File: src/rtl/gray_pkg.sv
// Shared types and constants for the serial Gray-to-binary decoder.
// Optional step checking is enabled with GRAY_STEP_CHECK_EN (see gray_to_bin_serial).
package gray_pkg;

    localparam int GRAY_WIDTH_DEFAULT = 9;

    // Legacy state encodings, kept bit-exact for existing tooling and waveforms
    localparam logic [1:0] ST_IDLE   = 2'd0;
    localparam logic [1:0] ST_DECODE = 2'd1;
    localparam logic [1:0] ST_DONE   = 2'd2;

    typedef enum logic [1:0] {
        IDLE   = ST_IDLE,
        DECODE = ST_DECODE,
        DONE   = ST_DONE
    } state_t;

    // Bit-index counter width for a word of w bits; never narrower than one bit
    function automatic int gray_idx_w(input int w);
        return (w > 1) ? $clog2(w) : 1;
    endfunction

endpackage

File: src/rtl/gray_step_checker.sv
// Combinational test that two Gray words differ in exactly one bit position.
module gray_step_checker
    import gray_pkg::*;
#(
    parameter int WIDTH = GRAY_WIDTH_DEFAULT
) (
    input  logic [WIDTH-1:0] i_a,
    input  logic [WIDTH-1:0] i_b,
    output logic             o_unit_step
);

    logic [WIDTH-1:0] w_diff;

    assign w_diff = i_a ^ i_b;

    // Exactly one set bit: non-zero and clearing the lowest set bit leaves nothing
    assign o_unit_step = (w_diff != '0) && ((w_diff & (w_diff - WIDTH'(1))) == '0);

endmodule

File: src/rtl/gray_to_bin_serial.sv
// Serial MSB-first Gray-to-binary decoder with valid/ready on both sides.
// Define GRAY_STEP_CHECK_EN to flag accepted words that are not a unit Gray step.
module gray_to_bin_serial
    import gray_pkg::*;
#(
    parameter int WIDTH = GRAY_WIDTH_DEFAULT
) (
    input  logic             clk,
    input  logic             rst,
    input  logic             in_valid,
    output logic             in_ready,
    input  logic [WIDTH-1:0] gray_in,
    output logic             out_valid,
    input  logic             out_ready,
    output logic [WIDTH-1:0] bin_out,
    output logic             busy,
    output logic             step_err
);

    localparam int                IDX_W   = gray_idx_w(WIDTH);
    localparam logic [IDX_W-1:0] IDX_MAX = IDX_W'(WIDTH - 1);

    state_t           r_state;
    logic [WIDTH-1:0] r_g;
    logic [WIDTH-1:0] r_bin;
    logic [IDX_W-1:0] r_idx;

    logic             w_accept;
    logic             w_last;
    logic [WIDTH-1:0] w_bin_up;
    logic [WIDTH-1:0] w_bin_next;

    assign w_accept  = (r_state == IDLE) && in_valid;
    assign w_last    = (r_idx == '0);

    assign in_ready  = (r_state == IDLE);
    assign busy      = (r_state == DECODE);
    assign out_valid = (r_state == DONE);
    assign bin_out   = r_bin;

    // bin_reg is cleared on accept, so the shifted-in zero above the MSB makes
    // bit WIDTH-1 come out as g[WIDTH-1] without a separate top-bit case.
    assign w_bin_up = {1'b0, r_bin[WIDTH-1:1]};

    always_comb begin
        w_bin_next = r_bin;
        for (int unsigned i = 0; i < WIDTH; i++) begin
            if (IDX_W'(i) == r_idx) begin
                w_bin_next[i] = w_bin_up[i] ^ r_g[i];
            end
        end
    end

    always_ff @(posedge clk) begin
        if (rst) begin
            r_state <= IDLE;
            r_g     <= '0;
            r_bin   <= '0;
            r_idx   <= IDX_MAX;
        end else begin
            unique case (r_state)
                IDLE: begin
                    if (in_valid) begin
                        r_g     <= gray_in;
                        r_bin   <= '0;
                        r_idx   <= IDX_MAX;
                        r_state <= DECODE;
                    end
                end
                DECODE: begin
                    r_bin <= w_bin_next;
                    if (w_last) begin
                        r_state <= DONE;
                    end else begin
                        r_idx <= r_idx - IDX_W'(1);
                    end
                end
                DONE: begin
                    if (out_ready) begin
                        r_state <= IDLE;
                    end
                end
                default: r_state <= IDLE;
            endcase
        end
    end

`ifdef GRAY_STEP_CHECK_EN
    logic [WIDTH-1:0] r_prev;
    logic             r_prev_vld;
    logic             r_step_err;
    logic             w_unit_step;

    gray_step_checker #(
        .WIDTH(WIDTH)
    ) u_step_checker (
        .i_a        (gray_in),
        .i_b        (r_prev),
        .o_unit_step(w_unit_step)
    );

    always_ff @(posedge clk) begin
        if (rst) begin
            r_prev     <= '0;
            r_prev_vld <= 1'b0;
            r_step_err <= 1'b0;
        end else begin
            r_step_err <= w_accept && r_prev_vld && !w_unit_step;
            if (w_accept) begin
                r_prev     <= gray_in;
                r_prev_vld <= 1'b1;
            end
        end
    end

    assign step_err = r_step_err;
`else
    assign step_err = 1'b0;
`endif

endmodule
File: config.mk
export PLATFORM = sky130hd
export DESIGN_NAME = gray_to_bin_serial
export DESIGN_NICKNAME = d
export VERILOG_FILES = /design/src/rtl/gray_pkg.sv /design/src/rtl/gray_step_checker.sv /design/src/rtl/gray_to_bin_serial.sv
export SDC_FILE = /design/constraint.sdc
export NUM_CORES = 1
export LEC_CHECK = 0
export CAP_MARGIN = 15
export CORE_MARGIN = 1.5
export CORE_UTILIZATION = 45
export CTS_CLUSTER_SIZE = 30
export DETAILED_ROUTE_END_ITERATION = 6
export PLACE_DENSITY_LB_ADDON = 0.08
export SLEW_MARGIN = 10
export SYNTH_ARGS = -nofsm -noshare
export SYNTH_HDL_FRONTEND = slang
export SYNTH_SLANG_ARGS = --single-unit
File: constraint.sdc
create_clock -name clk -period 1.67 [get_ports clk]
set_clock_uncertainty 0.2 [all_clocks]
set_input_delay 0.334 -clock clk [delete_from_list [all_inputs] [get_ports clk]]
set_output_delay 0.334 -clock clk [all_outputs]
set_load 0.005 [all_outputs]
# Word-level counts from Yosys, hierarchy flattened
# Index checks and enable logic that the tools add are counted.
[op_classes]
bitwise = 8
add_sub_neg = 1
n_mux = 18
n_eq_ne = 22
reduce_logical = 15
[ops]
columns = ["operator", "n"]
rows = [
  ["3-bit AND reduction", 11],
  ["2-bit by 1-bit != test with 1-bit output, second input constant", 10],
  ["9-bit one-hot mux with 2 select lines", 1],
  ["3-bit by 4-bit equality test with 1-bit output, first input constant", 4],
  ["1-bit two-way mux", 9],
  ["9-bit two-way mux", 1],
  ["2-bit by 4-bit equality test with 1-bit output, first input constant", 2],
  ["4-bit two-way mux", 2],
  ["4-bit one-hot mux with 2 select lines", 1],
  ["1-bit bitwise XOR", 8],
  ["2-bit two-way mux", 3],
  ["2-bit one-hot mux with 3 select lines", 1],
  ["1-bit by 4-bit equality test with 1-bit output, first input constant", 1],
  ["4-bit equality test, first input constant", 1],
  ["4-bit logical NOT", 1],
  ["2-bit != test, second input constant", 2],
  ["4-bit by 1-bit subtractor with 4-bit output, second input constant", 1],
  ["2-bit by 1-bit equality test with 1-bit output, second input constant", 1],
  ["2-bit equality test, second input constant", 1],
  ["2-bit logical NOT", 1],
  ["2-bit AND reduction", 1],
  ["2-bit nonzero test", 1],
]
[totals]
reg_bits = 24
out_inout_bits = 13
word_cells = 76
in_bits = 13

# Longest topological paths before layout
# Gate-level depths: netlist (run 1).
[depth]
ltp_word = 3
ltp_mapped = 5
depth_no_buf = 5

# Worst setup path after synthesis (run 1)
# OpenSTA, ideal clock, no wires.
[synth_path]
kind = "reg-to-reg"
start = "reg r_idx[0]"
end = "reg r_idx[1]"
n_path_buf = 0
setup_slack_ns = -0.070
path_stages_with_launch = 6
arrival_ns = 1.470
path_cell_list = "dfxtp_1 > inv_1 > ha_1 > nor4bb_4 > or4b_1 > a21oi_1"
[synth_via]
elab_chain_len = 3
[synth_rtl]
columns = ["element", "line", "rtl"]
rows = [
  ["from (decl)", "gray_to_bin_serial.sv:26", "logic [IDX_W-1:0] r_idx;"],
  ["from (signal assigned)", "gray_to_bin_serial.sv:75", "r_idx <= r_idx - IDX_W'(1);"],
  ["4-bit by 1-bit subtractor with 4-bit output / 4-bit logical NOT (equally long branches)", "gray_to_bin_serial.sv:75, gray_to_bin_serial.sv:34", ""],
  ["4-bit two-way mux / 2-bit != test (equally long branches)", "n/a", ""],
  ["4-bit one-hot mux with 2 select lines / 3-bit AND reduction (equally long branches)", "n/a", ""],
]
# Parallel ways exist; a longest one is shown, timed or not. The select of a mux whose other input is x is not followed.
# A chain may end at the register's enable or synchronous reset.

# Final worst setup path (run 1)
[layout_path]
start = "reg r_state[1]"
end = "reg r_idx[2]"
[layout_via]
elab_chain_len = 3
[layout_rtl]
columns = ["element", "line", "rtl"]
rows = [
  ["from (decl)", "gray_to_bin_serial.sv:23", "state_t r_state;"],
  ["from (signal assigned)", "gray_to_bin_serial.sv:56", "r_state <= IDLE;"],
  ["from (signal assigned)", "gray_to_bin_serial.sv:67", "r_state <= DECODE;"],
  ["from (signal assigned)", "gray_to_bin_serial.sv:73", "r_state <= DONE;"],
  ["2-bit by 1-bit equality test with 1-bit output / 2-bit logical NOT (equally long branches)", "gray_to_bin_serial.sv:61", "unique case (r_state)"],
  ["2-bit != test (no source line) / 2-bit nonzero test (equally long branches)", "n/a", ""],
  ["3-bit AND reduction (no source line)", "n/a", ""],
]
# Parallel ways exist; a longest one is shown, timed or not.

==> results by group, run 1 <==
Timing
  • Final hold violation count: 0
  • Fin crit period: 1.64 ns
  • Final hold slack: 0.277 ns
  • Fmax: a little over 0.6 GHz
  • Setup_tns: 0 ns
  • Tcrit/Tclk final: 0.980
  • Final Max Slew Viols: 0
  • Final setup viols: 0
  • RSZ-0062 raised after global routing: true

Worst setup path
  • Worst endpoint data arrival time: 1.64 ns
  • R2R cell count: 6
  • Crit path launch: r_state[1]
  • R2r startpoint: r_state[1]
  • Startpoint Class: register
  • Crit path capture type: register
  • Worst setup endpoint: r_idx[2]
  • Crit path required time: 1.68 ns
  • Worst reg2reg setup slack: approximately 0.033 ns
  • Crit Path Max Fanout: 11
  • CP Class: reg -> reg
  • Capturing point of the worst reg2reg path: r_idx[2]

Clock network
  • Sink Count: 24
  • Worst-Skew Late Latency: between 0.3 and 0.4 ns
  • CTS root buf: clkbuf_4
  • Htree depth: 1
  • CTS buffer count: 3
  • CTS max path bufs: 2
  • Worst-path clk slew: 0.14 ns
  • CTS tree: done

Die
  • Cell Rows: 19
  • Initial core utilization: 0.475
  • Die Width: 56.7 µm
  • Chip height: 56.7 µm
  • Die Footprint: 3210 µm²
  • Io pins: 26
  • Core Footprint: 2730 µm²

Layout
  • Ant. Diodes: 0
  • Filler cell count: 244
  • Nets@finish: 216
  • Synthesis-to-finish area growth: 42.0%
  • Design Area, Final: 1840 µm²
  • Fraction of layout cells with a size suffix above 1: 0.327

Synthesis
  • Synth top cells by count: dfxtp_1, nand2_1, a21oi_1
  • Most frequent cell after synthesis: dfxtp_1
  • Ys async rst share: 0
  • Post-synth cell types: 44
  • Synth warn: 0
  • Post-synthesis sequential area ratio: 0.370
  • Seq cells post-synth: 24
  • Synth area leaders: dfxtp_1, nand2_1, xor2_1
  • Mapped cell area: 1300 µm²
  • Post-synth EDFFs: 0
  • Post-Syn Instances: around 150
  • Mapped Nets: between 150 and 200
  • Leading area contributor after synthesis: dfxtp_1
  • Yosys top cell area share: 0.370
  • Synth Flop Type: dfxtp_1
  • Syn_area_per_cell: 8.77 µm²

Outcome
  • Status: finished, final reports clean

Drt
  • Starting DRC count in detailed routing: 34
  • Routed vias: 1208
  • Drt via density: about 5.3
  • Antenna viol nets, final: 0
  • Initial DRT Pass Iterations: 5
  • DRC viols: 0
  • Routed len/inst: 14.9 µm
  • Routed Wire Length: 3.38 mm

Power
  • Total Power: roughly 1.3 mW
  • Leak: 0.842 nW
  • PD cells: ~690 nW/µm²
  • VDD IR-drop max: between 500 and 600 µV

Global routing
  • Global route overflow: 0
  • First-pass GRT wire length: 5.55 mm
  • Antenna violations before repair: 0
  • Largest net degree at the start of global routing: 14
  • GRT Total Usage: 0.221
  • Vias in the first global route: approximately 1200

Place
  • Post-DP HPWL: 2.31 mm
  • # port buffers: 24
  • Routability cong.: 0.807
  • Cell Area, Placed: 1650 µm²

Worst hold path
  • Worst hold path class: reg -> reg

Flow run
  • Max-cap viol count: 0
-- power by group --
group | leakage (nW) | total, mW | internal (mW) | switching, mW
logic | 0.626 | 0.358 | 0.194 | 0.164
clock network | 0.0138 | 0.264 | 0.0845 | 0.179
registers | 0.202 | 0.657 | 0.608 | 0.0491
total | 0.842 | 1.28 | 0.887 | 0.393
-- logic make-up after synthesis --
kind of cell,count (synthesis),share of synthesized area
flops,24,0.370
simple gates,64,0.303
buf+inv,17,0.0675
compound gates,27,0.139
fa+ha+maj,5,0.0482
mux,2,0.0154
other cells,1,0.00289
xor+xnor,8,0.0540
-- state kept, by name, indices dropped and copies added (netlist names) --
name,flops
bin_out,9
r_g,9
r_idx,4
r_state,2
-- placed cells by master, fill, tap and decap left out, types with 3 or more instances in the layout --
cell             count
inv_2                3
nor2_1               6
or3_1                3
dfxtp_1              9
buf_6                3
dfxtp_2             14
a21oi_1             11
buf_4               25
nand3_1              5
clkdlybuf4s50_1     12
ha_1                 4
inv_1                5
dlygate4sd2_1       10
nand2_1             23
and3_1               4
xor2_1               8
clkbuf_4             3
-- critical path, cell delays in order, from the launching register on --
cell and delay [ns]:
dfxtp_2 0.34, buf_4 0.14, buf_12 0.14, or3b_4 0.40, buf_6 0.15, nand3_1 0.08
mux2i_1 0.07
-- layout make-up --
| type | count | area (µm²) | share of cell area |
|---|---|---|---|
| tap | 31 | 38.8 | 0.0210 |
| multi-input combinational | 107 | 776 | 0.421 |
| timing repair buffer | 54 | 474 | 0.257 |
| inverter | 8 | 30.0 | 0.0163 |
| clock buffer | 3 | 22.5 | 0.0122 |
| sequential | 24 | 502 | 0.272 |
-- layer usage --
layer	routed length, µm	vias up	GRT usage
met5	0	-	0
met4	29	0	0.0714
met3	86	4	0.0253
met2	1650	20	0.360
met1	1610	571	0.304
li1	-	613	-
-- per-stage QoR --
| stage | utilization | worst slack (ns) | cells |
|---|---|---|---|
| 6_report | 0.674 | 0.0329 | 227 |
| 5_1_grt | 0.674 | -0.00544 | 227 |
| 4_1_cts | 0.649 | -0.00404 | 225 |
| 3_5_place_dp | 0.604 | -0.239 | 211 |
| 3_3_place_gp | 0.604 | -0.215 | 211 |
| 2_1_floorplan | - | 0.0128 | 148 |
-- repair_timing --
action | CTS | global route
hold buffers | 0 | 0
gates resized for setup | 37 | 14
gates cloned | 0 | 1
endpoints found under the hold margin | 0 | 0
setup buffers | 12 | 1
endpoints found under the setup margin | 13 | 19
pin swaps | 3 | 5
-- worst min path at each step --
stage	startpoint	end	slack, ns	depth (start not counted)
after floorplan	r_g[8]	r_g[8]	0.24	2
after global placement	r_g[8]	r_g[8]	0.25	2
after detailed placement	r_g[5]	r_g[5]	0.26	2
after CTS	r_g[5]	r_g[5]	0.28	2
after global routing	r_g[5]	r_g[5]	0.30	2
final	r_g[8]	r_g[8]	0.28	2
(Power assumes the default switching activity.)
==> run 2, diff against run 1 <==
--- a/config.mk
+++ b/config.mk
@@ -10,7 +10,7 @@
 export CORE_UTILIZATION = 45
 export CTS_CLUSTER_SIZE = 30
 export DETAILED_ROUTE_END_ITERATION = 6
-export PLACE_DENSITY_LB_ADDON = 0.08
+export PLACE_DENSITY = 0.8
 export SLEW_MARGIN = 10
 export SYNTH_ARGS = -nofsm -noshare
 export SYNTH_HDL_FRONTEND = slang
==> run 2 against run 1 <==
Effect of this change: wire length rose by 2.1%; sequential power fell by 0.9%; highest routed layer unchanged; count of clock-buffer cells in the layout rose by 1; sequential cell count did not move; combinational power fell by 3%; fmax fell by 1.2%; die area did not move; clock power rose by 22%; critical endpoint is now r_idx[1]; global-route usage rose by 0.47 points; via count rose by 6.5%; critical path type unchanged; final area fell by 0.54%.
==> results by group, run 2 (synthesis results as in run 1) <==
Die
  • Die Width: 56.7 µm (unchanged)
  • Chip height: 56.7 µm (unchanged)
  • Io pins: 26 (unchanged)
  • Initial core utilization: 0.475 (unchanged)
  • Die Footprint: 3210 µm² (unchanged)
  • Core Footprint: 2730 µm² (unchanged)
  • Cell Rows: 19 (unchanged)

Timing
  • Final hold violation count: 0 (unchanged)
  • Final Max Slew Viols: 0 (unchanged)
  • RSZ-0062 raised after global routing: true
  • Final hold slack: 0.275 ns (-0.00158 ns)
  • Final setup viols: 0 (unchanged)
  • Fin crit period: 1.66 ns (+0.0197 ns)
  • Fmax: 0.604 GHz (-1.2%)
  • Tcrit/Tclk final: 0.992 (+0.0118)

Global routing
  • GRT Total Usage: 0.226 (+0.00468)
  • Global route overflow: 0 (unchanged)
  • First-pass GRT wire length: 5.64 mm (+1.5%)
  • Largest net degree at the start of global routing: 14 (unchanged)
  • Vias in the first global route: 1217 (+0.91%)
  • Antenna violations before repair: 0 (unchanged)

Place
  • # port buffers: 24 (unchanged)
  • Routability cong.: 0.835 (+3.5%)
  • Cell Area, Placed: 1680 µm² (+1.8%)
  • Post-DP HPWL: 2.48 mm (+7.4%)

Drt
  • Routed vias: 1286 (+6.5%)
  • Antenna viol nets, final: 0 (unchanged)
  • Routed Wire Length: 3.45 mm (+2.1%)
  • Initial DRT Pass Iterations: 5 (unchanged)
  • Drt via density: 5.62 (+5.5%)
  • DRC viols: 0 (unchanged)
  • Starting DRC count in detailed routing: 48 (+41%)
  • Routed len/inst: 15.1 µm (+1.2%)

Clock network
  • # hold bufs at CTS: 0 (unchanged)
  • CTS max path bufs: 2 (unchanged)
  • Htree depth: 1 (unchanged)
  • CTS tree: done
  • CTS root buf: clkbuf_4
  • CTS buffer count: 3 (unchanged)
  • Sink Count: 24 (unchanged)
  • Worst-path clk slew: 0.14 ns (about the same)
  • Worst-Skew Late Latency: 0.32 ns (about the same)

Layout
  • Synthesis-to-finish area growth: 41.3%
  • Filler cell count: 219 (-10%)
  • Ant. Diodes: 0 (unchanged)
  • Design Area, Final: 1830 µm² (-0.54%)
  • Nets@finish: 217 (+0.46%)
  • Most common cell after layout, fill and taps aside: buf_4
  • Fraction of layout cells with a size suffix above 1: 0.313 (-0.0134)
  • Commonest cells after routing, fill and taps aside: buf_4, nand2_1, a21oi_1, dfxtp_2, clkdlybuf4s50_1

Worst setup path
  • Startpoint Class: register
  • Max stage delay on crit path: 0.50 ns (+0.10 ns)
  • CP Class: reg -> reg
  • Worst endpoint data arrival time: 1.72 ns (+0.08 ns)
  • Crit Path Max Fanout: 5 (-6)
  • Crit path required time: 1.73 ns (+0.05 ns)
  • CP bufs+invs: 1 (-2)
  • Worst path cell trace: inv_2, ha_4, nor4bb_4, or4b_1, a21oi_1
  • Crit path capture type: register
  • Crit-path leading delay family: simple AND/OR/NAND/NOR gates
  • CP max-delay cell: or4b_1

Power
  • Combinational share of power: 0.263 (-0.017)
  • VDD IR-drop max: 539 µV (+7.0%)
  • Clock group share of total power: 0.243 (+0.037)
  • PD cells: 720 nW/µm² (+3.7%)
  • NetSw: 0.394 mW (+0.48%)
  • Total Power: 1.32 mW (+3.1%)
  • Leak: 0.855 nW (+1.5%)
  • Cell-internal power: 0.924 mW (+4.3%)
  • Sw frac: 0.299 (-0.00779)
  • Sequential power share: 0.494 (-0.020)

Worst hold path
  • Worst hold path class: reg -> reg

Flow run
  • Max-cap viol count: 0 (unchanged)

Outcome
  • Status: finished, final reports clean
[run 2: cell types whose count changed in the layout (fill, tap and decap cells not counted), sizes merged]
cell | previous run | this run
buf | 31 | 33
[run 2: area by class of cell]
class	instances	area (µm²)	area share
sequential	24	499	0.272
timing repair buffer	55	465	0.254
tap	31	38.8	0.0212
multi-input combinational	107	763	0.416
clock buffer	4	36.3	0.0198
inverter	8	30.0	0.0164
[run 2: metal layers]
layer,up-vias,global-route usage,share of wire
met1,609,0.266,0.42
met5,-,0,0
li1,621,-,-
met3,9,0.0346,0.053
met4,0,0.0680,0.019
met2,47,0.415,0.51
[run 2: tightest hold or removal path, delay by kind of cell, from the launching register on]
kind / cells / cell delay (ns)
compound gates: 1 / 0.06
flops: 1 / 0.34
simple gates: 1 / 0.05
[run 2: what timing repair did]
action                     4_1_cts  5_1_grt
pin swaps                        2        6
resized for setup               40        4
setup endpoints to repair       14       13
buffers inserted                10        1
cloned                           0        0
[run 2: path summary, 6_finish.rpt]
check                start  endpoint  slack, ns  cells after the start
setup / recovery  r_idx[0]  r_idx[1]       0.01                      5
hold / removal      r_g[8]    r_g[8]       0.27                      2
setup reg to reg  r_idx[0]  r_idx[1]       0.01                      5
hold reg to reg     r_g[8]    r_g[8]       0.27                      2
[run 2: stage by stage]
stage / instances / setup slack, ns / TNS [ns] / utilization
after floorplan: 148 / 0.0128 / 0 / -
after global placement: 215 / -0.213 / -3.53 / 0.615
after detailed placement: 215 / -0.288 / -4.03 / 0.615
after CTS: 229 / 0.00293 / 0 / 0.666
after global routing: 229 / -0.0138 / -0.0253 / 0.670
final: 229 / 0.0132 / 0 / 0.670
[run 2: power groups by stage]
stage / registers [mW] / logic, mW / clock network [mW]
2_1_floorplan: 0.637 / 0.205 / 0
6_report: 0.651 / 0.347 / 0.321
5_1_grt: 0.656 / 0.376 / 0.343
3_5_place_dp: 0.659 / 0.322 / 0
3_3_place_gp: 0.657 / 0.309 / 0
4_1_cts: 0.650 / 0.339 / 0.321
